`src/rtl/instruction_fetch_pkg.sv`:
```
// Shared front-end definitions: fetch FSM states, reset vector and the
// branch-class opcode set also used by the instruction decoder.
package instruction_fetch_pkg;

    typedef enum logic [1:0] {
        IDLE  = 2'd0,
        REQ   = 2'd1,
        STALL = 2'd2,
        FLUSH = 2'd3
    } state_t;

    localparam logic [15:0] RESET_VECTOR_DEFAULT = 16'h0000;

    localparam logic [3:0] OP_BR_ZERO  = 4'b0000;
    localparam logic [3:0] OP_BR_FIRST = 4'b1011;
    localparam logic [3:0] OP_BR_LAST  = 4'b1110;

    function automatic logic is_branch_op(input logic [3:0] opcode);
        return (opcode == OP_BR_ZERO) ||
               ((opcode >= OP_BR_FIRST) && (opcode <= OP_BR_LAST));
    endfunction

endpackage

```
`src/rtl/instruction_fetch_if.sv`:
```
// Instruction memory read bus: single outstanding request, ack carries data.
interface instruction_fetch_if #(
    parameter int WIDTH = 16
) ();

    logic             imem_req;
    logic [WIDTH-1:0] imem_addr;
    logic             imem_ack;
    logic [WIDTH-1:0] imem_rdata;

    modport master (
        output imem_req,
        output imem_addr,
        input  imem_ack,
        input  imem_rdata
    );

    modport slave (
        input  imem_req,
        input  imem_addr,
        output imem_ack,
        output imem_rdata
    );

endinterface

```
`src/rtl/instruction_fetch_fetch_slot.sv`:
```
// Decoder-facing output register with a one-entry overflow buffer.
// Writes land in the output when it is free, otherwise in the buffer.
module fetch_slot #(
    parameter int WIDTH = 16
) (
    input  logic             clk,
    input  logic             rst_n,
    input  logic             flush,
    input  logic             wr_en,
    input  logic [WIDTH-1:0] wr_instr,
    input  logic [WIDTH-1:0] wr_pc,
    output logic [WIDTH-1:0] out_instr,
    output logic [WIDTH-1:0] out_pc,
    output logic             out_valid,
    input  logic             out_ready,
    output logic             free
);

    logic             buf_valid;
    logic [WIDTH-1:0] buf_instr;
    logic [WIDTH-1:0] buf_pc;

    assign free = !out_valid || out_ready;

    always_ff @(posedge clk or negedge rst_n) begin
        if (!rst_n) begin
            out_instr <= '0;
            out_pc    <= '0;
            out_valid <= 1'b0;
            buf_instr <= '0;
            buf_pc    <= '0;
            buf_valid <= 1'b0;
        end else if (flush) begin
            out_valid <= 1'b0;
            buf_valid <= 1'b0;
        end else begin
            if (wr_en && free) begin
                out_instr <= wr_instr;
                out_pc    <= wr_pc;
                out_valid <= 1'b1;
            end else if (buf_valid && free) begin
                out_instr <= buf_instr;
                out_pc    <= buf_pc;
                out_valid <= 1'b1;
                buf_valid <= 1'b0;
            end else if (out_ready) begin
                out_valid <= 1'b0;
            end
            if (wr_en && !free) begin
                buf_instr <= wr_instr;
                buf_pc    <= wr_pc;
                buf_valid <= 1'b1;
            end
        end
    end

endmodule

```
`src/rtl/instruction_fetch.sv`:
```
// Fetch stage: program counter, single-outstanding imem requests, branch
// redirect with flush of the in-flight fetch, and halt at request boundaries.
module instruction_fetch
    import instruction_fetch_pkg::*;
#(
    parameter int               WIDTH        = 16,
    parameter logic [WIDTH-1:0] RESET_VECTOR = RESET_VECTOR_DEFAULT
) (
    input  logic                clk,
    input  logic                rst_n,
    instruction_fetch_if.master imem,
    output logic [WIDTH-1:0]    INSTR,
    output logic [WIDTH-1:0]    INSTR_PC,
    output logic                instr_valid,
    input  logic                instr_ready,
    input  logic                redirect,
    input  logic [WIDTH-1:0]    redirect_target,
    input  logic                halt
);

    state_t           state;
    logic             req_q;
    logic [WIDTH-1:0] addr_q;
    logic [WIDTH-1:0] fetch_pc;
    logic [WIDTH-1:0] pc_inc;
    logic [WIDTH-1:0] next_pc;
    logic             slot_free;
    logic             slot_wr;

    assign imem.imem_req  = req_q;
    assign imem.imem_addr = addr_q;
    assign pc_inc  = fetch_pc + WIDTH'(1);
    assign next_pc = redirect ? redirect_target : fetch_pc;
    assign slot_wr = (state == REQ) && imem.imem_ack && !redirect;

    fetch_slot #(
        .WIDTH (WIDTH)
    ) u_slot (
        .clk       (clk),
        .rst_n     (rst_n),
        .flush     (redirect),
        .wr_en     (slot_wr),
        .wr_instr  (imem.imem_rdata),
        .wr_pc     (addr_q),
        .out_instr (INSTR),
        .out_pc    (INSTR_PC),
        .out_valid (instr_valid),
        .out_ready (instr_ready),
        .free      (slot_free)
    );

    // addr_q is decoupled from fetch_pc so FLUSH can hold the stale address
    // until its ack while fetch_pc already tracks the newest redirect target.
    always_ff @(posedge clk or negedge rst_n) begin
        if (!rst_n) begin
            state    <= IDLE;
            fetch_pc <= RESET_VECTOR;
            req_q    <= 1'b0;
            addr_q   <= RESET_VECTOR;
        end else begin
            if (redirect) begin
                fetch_pc <= redirect_target;
            end
            case (state)
                IDLE: begin
                    if (!halt) begin
                        state  <= REQ;
                        req_q  <= 1'b1;
                        addr_q <= next_pc;
                    end
                end
                STALL: begin
                    if (redirect || slot_free) begin
                        state <= halt ? IDLE : REQ;
                        req_q <= !halt;
                        if (!halt) begin
                            addr_q <= next_pc;
                        end
                    end
                end
                REQ: begin
                    if (imem.imem_ack) begin
                        if (redirect) begin
                            addr_q <= redirect_target;
                        end else begin
                            fetch_pc <= pc_inc;
                            if (!slot_free) begin
                                state <= STALL;
                                req_q <= 1'b0;
                            end else if (halt) begin
                                state <= IDLE;
                                req_q <= 1'b0;
                            end else begin
                                addr_q <= pc_inc;
                            end
                        end
                    end else if (redirect) begin
                        state <= FLUSH;
                    end
                end
                FLUSH: begin
                    if (imem.imem_ack) begin
                        if (halt && !redirect) begin
                            state <= IDLE;
                            req_q <= 1'b0;
                        end else begin
                            state  <= REQ;
                            addr_q <= next_pc;
                        end
                    end
                end
                default: begin
                    state <= IDLE;
                    req_q <= 1'b0;
                end
            endcase
        end
    end

endmodule

```
`src/flat_wrapper.sv`:
```
// flat-port wrapper written by rule: the top's interface ports become plain ports
module instruction_fetch_flat import instruction_fetch_pkg::*;
#(
    parameter int               WIDTH        = 16,
    parameter logic [WIDTH-1:0] RESET_VECTOR = RESET_VECTOR_DEFAULT
)
  (clk, rst_n, INSTR, INSTR_PC, instr_valid, instr_ready, redirect, redirect_target, halt, imem_imem_req, imem_imem_addr, imem_imem_ack, imem_imem_rdata);
  instruction_fetch_if #(.WIDTH(WIDTH)) imem_i ();
  input  logic clk;
  input  logic rst_n;
  output logic [WIDTH-1:0] INSTR;
  output logic [WIDTH-1:0] INSTR_PC;
  output logic instr_valid;
  input  logic instr_ready;
  input  logic redirect;
  input  logic [WIDTH-1:0] redirect_target;
  input  logic halt;
  output wire logic [$bits(imem_i.imem_req)-1:0] imem_imem_req;
  output wire logic [$bits(imem_i.imem_addr)-1:0] imem_imem_addr;
  input wire logic [$bits(imem_i.imem_ack)-1:0] imem_imem_ack;
  input wire logic [$bits(imem_i.imem_rdata)-1:0] imem_imem_rdata;
  assign imem_imem_req = imem_i.imem_req;
  assign imem_imem_addr = imem_i.imem_addr;
  assign imem_i.imem_ack = imem_imem_ack;
  assign imem_i.imem_rdata = imem_imem_rdata;
  instruction_fetch #(.WIDTH(WIDTH), .RESET_VECTOR(RESET_VECTOR)) u_core (.clk(clk), .rst_n(rst_n), .imem(imem_i), .INSTR(INSTR), .INSTR_PC(INSTR_PC), .instr_valid(instr_valid), .instr_ready(instr_ready), .redirect(redirect), .redirect_target(redirect_target), .halt(halt));
endmodule
```
`config.mk`:
```
export PLATFORM = sky130hd
export DESIGN_NAME = instruction_fetch_flat
export DESIGN_NICKNAME = d
export VERILOG_FILES = /design/src/rtl/instruction_fetch_pkg.sv /design/src/rtl/instruction_fetch_if.sv /design/src/rtl/instruction_fetch_fetch_slot.sv /design/src/rtl/instruction_fetch.sv /design/src/flat_wrapper.sv
export SDC_FILE = /design/constraint.sdc
export NUM_CORES = 1
export LEC_CHECK = 0
export BUFFER_PORTS_ARGS = -buffer_cell sky130_fd_sc_hd__buf_2
export CORE_MARGIN = 8
export CORE_UTILIZATION = 35
export DETAILED_ROUTE_END_ITERATION = 8
export GPL_TIMING_DRIVEN = 0
export PLACE_DENSITY_LB_ADDON = 0.05
export SLEW_MARGIN = 15
export SYNTH_ARGS = -nofsm -noshare
export SYNTH_HDL_FRONTEND = slang
export SYNTH_SLANG_ARGS = --single-unit
export TNS_END_PERCENT = 20
```
`constraint.sdc`:
```
create_clock -name clk -period 2 [get_ports clk]
set_clock_uncertainty 0.15 [all_clocks]
set_input_delay 0.4 -clock clk [delete_from_list [all_inputs] [get_ports clk]]
set_output_delay 0.4 -clock clk [all_outputs]
set_load 0.05 [all_outputs]
```
Word-level counts from Yosys, hierarchy flattened
Index checks and enable logic that the tools add are counted.
{"block": "word_totals", "regBits": 101, "input_bits": 38, "output_inout_bits": 50, "word_cells": 96}
{"block": "op_classes", "n_addsub": 1, "eq_ne": 17, "muxes": 45, "bitwise_logic": 1, "n_reduce_logical": 22}
{"op": "two-way mux 16 bit", "n": 16}
{"op": "one-hot mux 16 bit (4 select lines)", "n": 1}
{"op": "two-way mux 1 bit", "n": 18}
{"op": "adder 16 x 1 -> 16 bit (second input constant)", "n": 1}
{"op": "two-way mux 2 bit", "n": 8}
{"op": "inequality test 3 bit (second input constant)", "n": 4}
{"op": "AND reduction 6 bit", "n": 2}
{"op": "inequality test 2 bit (second input constant)", "n": 5}
{"op": "one-hot mux 2 bit (4 select lines)", "n": 1}
{"op": "AND reduction 7 bit", "n": 1}
{"op": "logical AND 1 bit", "n": 6}
{"op": "inequality test 3 x 2 -> 1 bit (second input constant)", "n": 2}
{"op": "AND reduction 2 bit", "n": 3}
{"op": "== test 2 bit (second input constant)", "n": 2}
{"op": "zero test 1 bit", "n": 4}
{"op": "inequality test 2 x 1 -> 1 bit (second input constant)", "n": 2}
{"op": "inequality test 4 bit (second input constant)", "n": 1}
{"op": "one-hot mux 1 bit (4 select lines)", "n": 1}
{"op": "nonzero test 4 bit", "n": 1}
{"op": "nonzero test 3 bit", "n": 1}
{"op": "== test 2 x 1 -> 1 bit (second input constant)", "n": 1}
{"op": "zero test 2 bit", "n": 1}
{"op": "logical OR 1 bit", "n": 2}
{"op": "nonzero test 2 bit", "n": 1}
{"op": "inverter 1 bit", "n": 1}

Logic depth before layout (Yosys ltp)
Gate-level depths: netlist of the first run.
{"block": "depth", "depth_word": 7, "ltp_mapped": 7, "depth_no_buf": 5}

Modules after synthesis
Synthesis of the first run repeated with hierarchy kept, for this count alone.
{"block": "hier_totals", "cells_unflattened": 450, "hier_area_um2": 5061.1}
{"module": "fetch_slot", "instances": 1, "cells_each": 221, "area_per_inst_um2": 2902.8, "seq_area_each_um2": 1651.6}
{"module": "instruction_fetch", "instances": 1, "cells_each": 229, "area_per_inst_um2": 2158.3, "seq_area_each_um2": 875.8}

Least setup slack after synthesis of the first run
No wires, ideal clock.
{"block": "synth_timing", "path_type": "register to register", "start": "reg u_core.u_slot.out_valid", "end": "reg u_core.addr_q[11], in the netlist u_core.imem.imem_addr[11]", "setup_ns": 0.136, "arrival_time_ns": 1.731, "required_time_ns": 1.714, "setup_slack_ns": -0.017, "path_stages_with_launch": 6, "n_path_buf": 2, "path_cell_list": "dfrtp_1 -> nor3b_2 -> a221o_1 -> buf_2 -> buf_1 -> o21ai_0"}
{"block": "synth_between", "elab_chain_cells": 5}
{"element": "start: declaration", "line": "instruction_fetch_fetch_slot.sv:14", "rtl": "output logic out_valid,"}
{"element": "start signal: assignment", "line": "instruction_fetch_fetch_slot.sv:29", "rtl": "out_valid <= 1'b0;"}
{"element": "start signal: assignment", "line": "instruction_fetch_fetch_slot.sv:34", "rtl": "out_valid <= 1'b0;"}
{"element": "start signal: assignment", "line": "instruction_fetch_fetch_slot.sv:40", "rtl": "out_valid <= 1'b1;"}
{"element": "zero test 1 bit *", "line": "instruction_fetch_fetch_slot.sv:23", "rtl": "assign free = !out_valid || out_ready;"}
{"element": "logical OR 1 bit *", "line": "instruction_fetch_fetch_slot.sv:23"}
{"element": "logical OR 1 bit", "line": "instruction_fetch.sv:73", "rtl": "if (redirect || slot_free) begin"}
{"element": "inequality test 2 x 1 -> 1 bit (no line)"}
{"element": "AND reduction 6 bit (no line) *"}
{"element": "end signal: assignment", "line": "instruction_fetch.sv:69", "rtl": "addr_q <= next_pc;"}
{"element": "end signal: assignment", "line": "instruction_fetch.sv:77", "rtl": "addr_q <= next_pc;"}
{"element": "end signal: assignment", "line": "instruction_fetch.sv:84", "rtl": "addr_q <= redirect_target;"}
{"element": "end: declaration", "line": "instruction_fetch.sv:23", "rtl": "logic [WIDTH-1:0] addr_q;"}
Every way passes the cells marked *; elsewhere a longest branch is shown, timed or not.
A chain may end at the register's enable or synchronous reset.

Worst setup path in the final report of the first run
{"block": "layout_timing", "start": "reg u_core.state[0]", "end": "reg u_core.addr_q[15], in the netlist u_core.imem.imem_addr[15]"}
{"block": "layout_between", "elab_chain_cells": 3}
{"element": "start: declaration", "line": "instruction_fetch.sv:21", "rtl": "state_t state;"}
{"element": "start signal: assignment", "line": "instruction_fetch.sv:74", "rtl": "state <= halt ? IDLE : REQ;"}
{"element": "== test 2 x 1 -> 1 bit / == test 2 bit (equally long branches)", "line": "instruction_fetch.sv:64", "rtl": "case (state)"}
{"element": "inequality test 3 x 2 -> 1 bit (no line), or another cell as far along"}
{"element": "AND reduction 6 bit (no line)"}
Parallel ways exist; a longest one is shown, timed or not.

==> out/metrics.yaml, run 1 <==
cts-htree-levels: 3
unrepaired_setup_endpoints_after_global_routing: "yes"
dp_hpwl_um: 10400
drive_above_1_share_pct: 35.5
placed_inst_area_um2: 5590
count_of_mapped_cells_out_of_synthesis: 439
dominant_combinational_cell_family_by_area_after_synthesis: "multiplexers"
route.detailed.wl_per_inst_um: 19.7
power.clock.fraction_pct: 24.3
globalRouteTotalUtil_pct: 16.4
synth_fa_ha_area_share_pct: 0.255
clk_transition_reported_paths_ns: 0.07
floorplan.io_pins: 88
fin_nets: 584
antenna_violations_before_repair: 0
globalRouteOverflowTotal: 0
crit_type: "register to register"
syn-mean-instance-area_um2: 11.2
whs_ns: 0.148
synth_largest_area_cell: "sky130_fd_sc_hd__dfrtp_1"
synth_top_area_share_pct: 51.6
routabilityCongestion: 0.859
drt_wl_total_um: 14400
postLayoutCellArea_um2: 6090
floorplan.initialDensity_pct: 35.6
core_area_um2: 13800
setup_violations: 0
stdcell_count: 730
placed_instances: 706
yosys.cell_types.count: 60
yosys.area_share.simple_pct: 14.7
layout.cells.most_common: "sky130_fd_sc_hd__buf_2"
slew_of_the_pin_with_the_lowest_slew_margin_ns: 0.651
grt_pass1_vias: 4115
drt_iter0_markers: 215
leakage_nw: 2.98
power.combinational.fraction_pct: 34.9
grt_start_max_net_pins: 82
critPathMaxFanout: 10
drt_drc_violations_left: 0
share_seq_of_total_power_pct: 40.9
routed_via_density: 5.32
drt_pass1_iterations: 6
clock_tree.buffer_depth: 2
synth-main-ff-cell: "sky130_fd_sc_hd__dfrtp_1"
cts-root-buf: "sky130_fd_sc_hd__clkbuf_16"
yosys-mux-area-fraction_pct: 15.3
synth_async_sr_flop_share_pct: 100
floorplan.die.height_um: 134
timing.critical_path.required_ns: 2.08
final-max-slew-violation-count: 0
tritoncts_clock_tree: "done"
postSynthNetCount: 478
design.die.area_um2: 18000
clock_latency_ns: 0.34
power.switching_fraction_pct: 40.1
hold_path.class: "primary input to register"
irDropWorstVdd_v: 0.000435
net-switching-power_w: 0.00289
count_of_input_and_output_buffers: 86
power_per_cell_area_nw_per_um2: 1180
num_antenna_cells: 0
portion_of_the_post_synthesis_area_used_by_sequential_elements_pct: 51.6
row_count: 43
die_x_um: 134
report.final.hold_viol_count: 0
post_synth_main_area_contributors: "sky130_fd_sc_hd__dfrtp_1 (52%), sky130_fd_sc_hd__mux2_2 (8.5%), sky130_fd_sc_hd__mux2i_1 (6.7%)"
status: "finished, final reports clean"
wire_length_of_the_first_global_routing_pass_um: 23100
overall_via_count_from_detail_route: 3881
cap_viol_max_count: 0
internal_power_w: 0.00431
layout.cells.most_common_list: "sky130_fd_sc_hd__buf_2 (99), sky130_fd_sc_hd__dfrtp_1 (96), sky130_fd_sc_hd__mux2_2 (37)"
yosys_register_bits: 101
layout-area-overhead-vs-synth_pct: 24.3
post_synthesis_share_of_cell_area_spent_on_xor_and_xnor_gates_pct: 1.79
final.period_utilization_pct: 97.0
headroom_to_the_max_slew_limit_pct: 56.6
crit_path_end_kind: "register"
cts_inserted_buffers: 9
synth_compound_area_share_pct: 13.4
synth_warnings: 0
clock-sinks: 101
netlist_area_um2: 4900
start_kind: "register"
final.min_clock_period_ns: 1.94
crit_arrival_ns: 2.02
detail-route-antenna-nets: 0
synth_enable_flop_cells: 0
max_freq_mhz: 515
==> power groups by stage <==
stage / clock network (W) / logic (W) / registers (W)
floorplan: 0 / 0.000817 / 0.00389
global placement: 0 / 0.00243 / 0.00295
detailed placement: 0 / 0.00247 / 0.00297
CTS: 0.00181 / 0.00250 / 0.00294
global route: 0.00189 / 0.00268 / 0.00302
finish: 0.00174 / 0.00251 / 0.00294
==> metrics by stage <==
stage | TNS, ns | setup WS [ns] | power, W | utilization, %
after floorplan | 0 | 0.0954 | 0.00470 | -
after detailed placement | -24.01 | -0.554 | 0.00544 | 40.6
final | 0 | 0.0593 | 0.00719 | 44.2
after global routing | -0.452 | -0.0311 | 0.00759 | 44.2
after global placement | -105.37 | -0.983 | 0.00538 | 40.3
after CTS | -0.0154 | -0.0128 | 0.00724 | 43.3
==> cell type report <==
| class | count | area, um2 |
|---|---|---|
| clock buffers | 13 | 270 |
| clock inverters | 3 | 26.3 |
| plain buffers | 27 | 140 |
| well taps | 180 | 225 |
| repair buffers | 95 | 527 |
| flip-flops and latches | 101 | 2530 |
| inverters | 6 | 22.5 |
| fillers | 1381 | 7690 |
| multi-input cells | 305 | 2340 |
==> path summary, 6_finish.rpt <==
check	start	end	slack, ns	depth (start not counted)
setup / recovery	u_core.state[0]	u_core.imem.imem_addr[15]	0.06	5
hold / removal	imem_imem_rdata[15]	u_core.u_slot.out_instr[15]	0.15	2
setup reg to reg	u_core.state[0]	u_core.imem.imem_addr[15]	0.06	5
hold reg to reg	u_core.fetch_pc[15]	u_core.fetch_pc[15]	0.32	1
max in group asynchronous	rst_n	u_core.fetch_pc[6]	0.71	3
min in group asynchronous	rst_n	u_core.u_slot.out_instr[0]	0.32	2
==> registers in the layout, indices dropped and copies added (netlist names) <==
| signal | flops |
|---|---|
| u_core.fetch_pc | 16 |
| u_core.imem.imem_addr | 16 |
| u_core.imem.imem_req | 1 |
| u_core.state | 2 |
| u_core.u_slot.buf_instr | 16 |
| u_core.u_slot.buf_pc | 16 |
| u_core.u_slot.buf_valid | 1 |
| u_core.u_slot.out_instr | 16 |
| u_core.u_slot.out_pc | 16 |
| u_core.u_slot.out_valid | 1 |
==> synthesized netlist by cell type, types with 4 or more instances <==
cell and instances:
sky130_fd_sc_hd__a21boi_0 5, sky130_fd_sc_hd__buf_2 16, sky130_fd_sc_hd__nor3_1 6, sky130_fd_sc_hd__nand2_1 29
sky130_fd_sc_hd__mux2_2 37, sky130_fd_sc_hd__nand3_1 11, sky130_fd_sc_hd__and3_1 19, sky130_fd_sc_hd__clkbuf_1 7
sky130_fd_sc_hd__nor4_1 4, sky130_fd_sc_hd__a221o_1 15, sky130_fd_sc_hd__o21ai_0 10, sky130_fd_sc_hd__inv_1 5
sky130_fd_sc_hd__a211oi_1 4, sky130_fd_sc_hd__nor2_1 28, sky130_fd_sc_hd__xnor2_1 8, sky130_fd_sc_hd__nand4_1 6
sky130_fd_sc_hd__nand2b_1 5, sky130_fd_sc_hd__dfrtp_1 101, sky130_fd_sc_hd__a21oi_1 28, sky130_fd_sc_hd__mux2i_1 33
==> cell families after synthesis <==
group                    Yosys count
flip-flops                       101
AND/OR/NAND/NOR                  132
AO/OA/AOI/OAI                     92
multiplexers                      70
buffers and inverters             33
adder cells (fa/ha/maj)            1
XOR/XNOR                          10
==> layer usage <==
metal	share of wire, %	wire, um	track usage, %	up-vias
met5	0	0	0	-
met4	1.4	198	4.43	0
met3	5.3	763	4.82	14
met2	48	6930	26.5	100
met1	45	6460	20.9	1929
li1	-	-	-	1838
==> timing repair <==
item	4_1_cts	5_1_grt
buffers inserted	2	5
endpoints found under the hold margin	20	0
hold buffers	1	0
pin swaps	1	6
resized for setup	16	26
endpoints found under the setup margin	72	71
==> worst max-delay path, stage by stage, from the launching register on <==
cell	delay (ns)
sky130_fd_sc_hd__dfrtp_2	0.49
sky130_fd_sc_hd__xor2_2	0.22
sky130_fd_sc_hd__a221o_1	0.31
sky130_fd_sc_hd__buf_4	0.18
sky130_fd_sc_hd__buf_4	0.18
sky130_fd_sc_hd__a211o_1	0.29
Note: power is estimated with default switching activity, not from simulation.
==> run 2, diff against run 1 <==
MAX_ROUTING_LAYER = met4   (was unset)
==> out/metrics.yaml, run 2 (same netlist as run 1, synthesis figures left out) <==
num_antenna_cells: 0
worstReg2RegStart: "u_core.state[0]"
worst_path_most_repeated_cell: "sky130_fd_sc_hd__buf_4"
cts-root-buf: "sky130_fd_sc_hd__clkbuf_16"
slew_of_the_pin_with_the_lowest_slew_margin_ns: 0.654
route.detailed.wl_per_inst_um: 19.7
fin_nets: 585
setup_violations: 0
status: "finished, final reports clean"
layout.cells.most_common_list: "sky130_fd_sc_hd__buf_2 (99), sky130_fd_sc_hd__dfrtp_1 (96), sky130_fd_sc_hd__mux2_2 (37)"
wire_length_of_the_first_global_routing_pass_um: 23200
report.final.hold_viol_count: 0
routed_via_density: 5.32
grt_start_max_net_pins: 82
floorplan.die.height_um: 134
antenna_violations_before_repair: 0
layout.cells.most_common: "sky130_fd_sc_hd__buf_2"
final.min_clock_period_ns: 1.95
routabilityCongestion: 0.873
cap_viol_max_count: 0
cp_cell_sequence: "xor2_2 > a221o_1 > buf_4 > buf_4 > a211o_1"
max_stage_delay_ns: 0.49
floorplan.io_pins: 88
max_freq_mhz: 514
hold_path.class: "primary input to register"
clock-sinks: 101
dpl_worst_slack_ns: -0.554
core_area_um2: 13800
grt_pass1_vias: 4108
detail-route-antenna-nets: 0
layout-area-overhead-vs-synth_pct: 24.4
critPathMaxFanout: 10
post-route-worst-setup-slack_ns: 0.0534
globalRouteOverflowTotal: 0
irDropWorstVdd_v: 0.000432
clock_tree.buffer_depth: 2
crit_type: "register to register"
design.die.area_um2: 18000
unrepaired_setup_endpoints_after_global_routing: "yes"
drive_above_1_share_pct: 35.6
clk_transition_reported_paths_ns: 0.07
die_x_um: 134
timing.critical_path.required_ns: 2.08
start_kind: "register"
drt_iter0_markers: 275
power_per_cell_area_nw_per_um2: 1180
dp_hpwl_um: 10400
min_from: "imem_imem_rdata[15]"
tritoncts_clock_tree: "done"
slowest_stage: "sky130_fd_sc_hd__dfrtp_2"
clock_latency_ns: 0.34
row_count: 43
crit_path_end_kind: "register"
drt_pass1_iterations: 6
crit_start: "u_core.state[0]"
cts-htree-levels: 3
overall_via_count_from_detail_route: 3890
final.period_utilization_pct: 97.3
drt_drc_violations_left: 0
crit_arrival_ns: 2.02
headroom_to_the_max_slew_limit_pct: 56.4
globalRouteTotalUtil_pct: 16.9
floorplan.initialDensity_pct: 35.6
timing.setup.tns_ns: 0
drt_wl_total_um: 14400
count_of_input_and_output_buffers: 86
final-max-slew-violation-count: 0
cts_inserted_buffers: 9
leakage_nw: 2.99
-- run 2: changes by cell type in the layout (fill, tap and decap cells not counted), sizes merged --
cell  previous run  this run
buf            112       113
-- run 2: report_power, final --
| group | total, W | internal [W] | switching [W] |
|---|---|---|---|
| Combinational | 0.00251 | 0.000790 | 0.00172 |
| Clock | 0.00174 | 0.000959 | 0.000780 |
| Sequential | 0.00294 | 0.00256 | 0.000380 |
-- run 2: worst paths after layout --
path,endpoint,slack (ns),depth (start not counted)
setup reg to reg,u_core.imem.imem_addr[15],0.05,5
hold / removal,u_core.u_slot.out_instr[15],0.15,2
hold reg to reg,u_core.fetch_pc[15],0.31,1
max in group asynchronous,u_core.fetch_pc[6],0.71,3
setup / recovery,u_core.imem.imem_addr[15],0.05,5
min in group asynchronous,u_core.u_slot.out_instr[0],0.32,2
-- run 2: through the flow --
stage / utilization [%] / instances / hold WS, ns / total power, W / instance area [um2]
floorplan: - / 439 / -0.0456 / 0.00470 / 4900
global placement: 40.3 / 705 / 0.306 / 0.00538 / 5550
detailed placement: 40.6 / 706 / 0.116 / 0.00544 / 5590
CTS: 43.3 / 725 / 0.128 / 0.00724 / 5960
global route: 44.2 / 731 / 0.133 / 0.00760 / 6090
finish: 44.2 / 731 / 0.149 / 0.00719 / 6090
-- run 2: what timing repair did --
| item | 4_1_cts | 5_1_grt |
|---|---|---|
| endpoints found under the hold margin | 20 | 0 |
| buffers inserted | 2 | 6 |
| endpoints found under the setup margin | 72 | 71 |
| pin swaps | 1 | 6 |
| hold buffers | 1 | 0 |
| gates resized for setup | 16 | 26 |
-- run 2: final cells by class --
class | instances | area [um2]
Timing Repair Buffer | 96 | 534
Multi-Input combinational cell | 305 | 2340
Clock buffer | 13 | 270
Tap cell | 180 | 225
Clock inverter | 3 | 26.3
Buffer | 27 | 140
Sequential cell | 101 | 2530
Fill cell | 1380 | 7680
Inverter | 6 | 22.5
-- run 2: routing by layer --
layer / vias up / GRT usage, % / part of all wire, %
li1: 1846 / - / -
met5: - / - / 0
met2: 102 / 26.4 / 48
met3: 18 / 4.30 / 4.4
met4: 0 / 4.43 / 1.4
met1: 1924 / 21.3 / 46
-- run 2: critical path: cells and delay by family, from the launching register on --
family | cells | cell delay, ns
AOI/OAI and AO/OA | 2 | 0.60
xor gates and xnor gates | 1 | 0.22
buffers and inverters | 2 | 0.36
DFF | 1 | 0.49
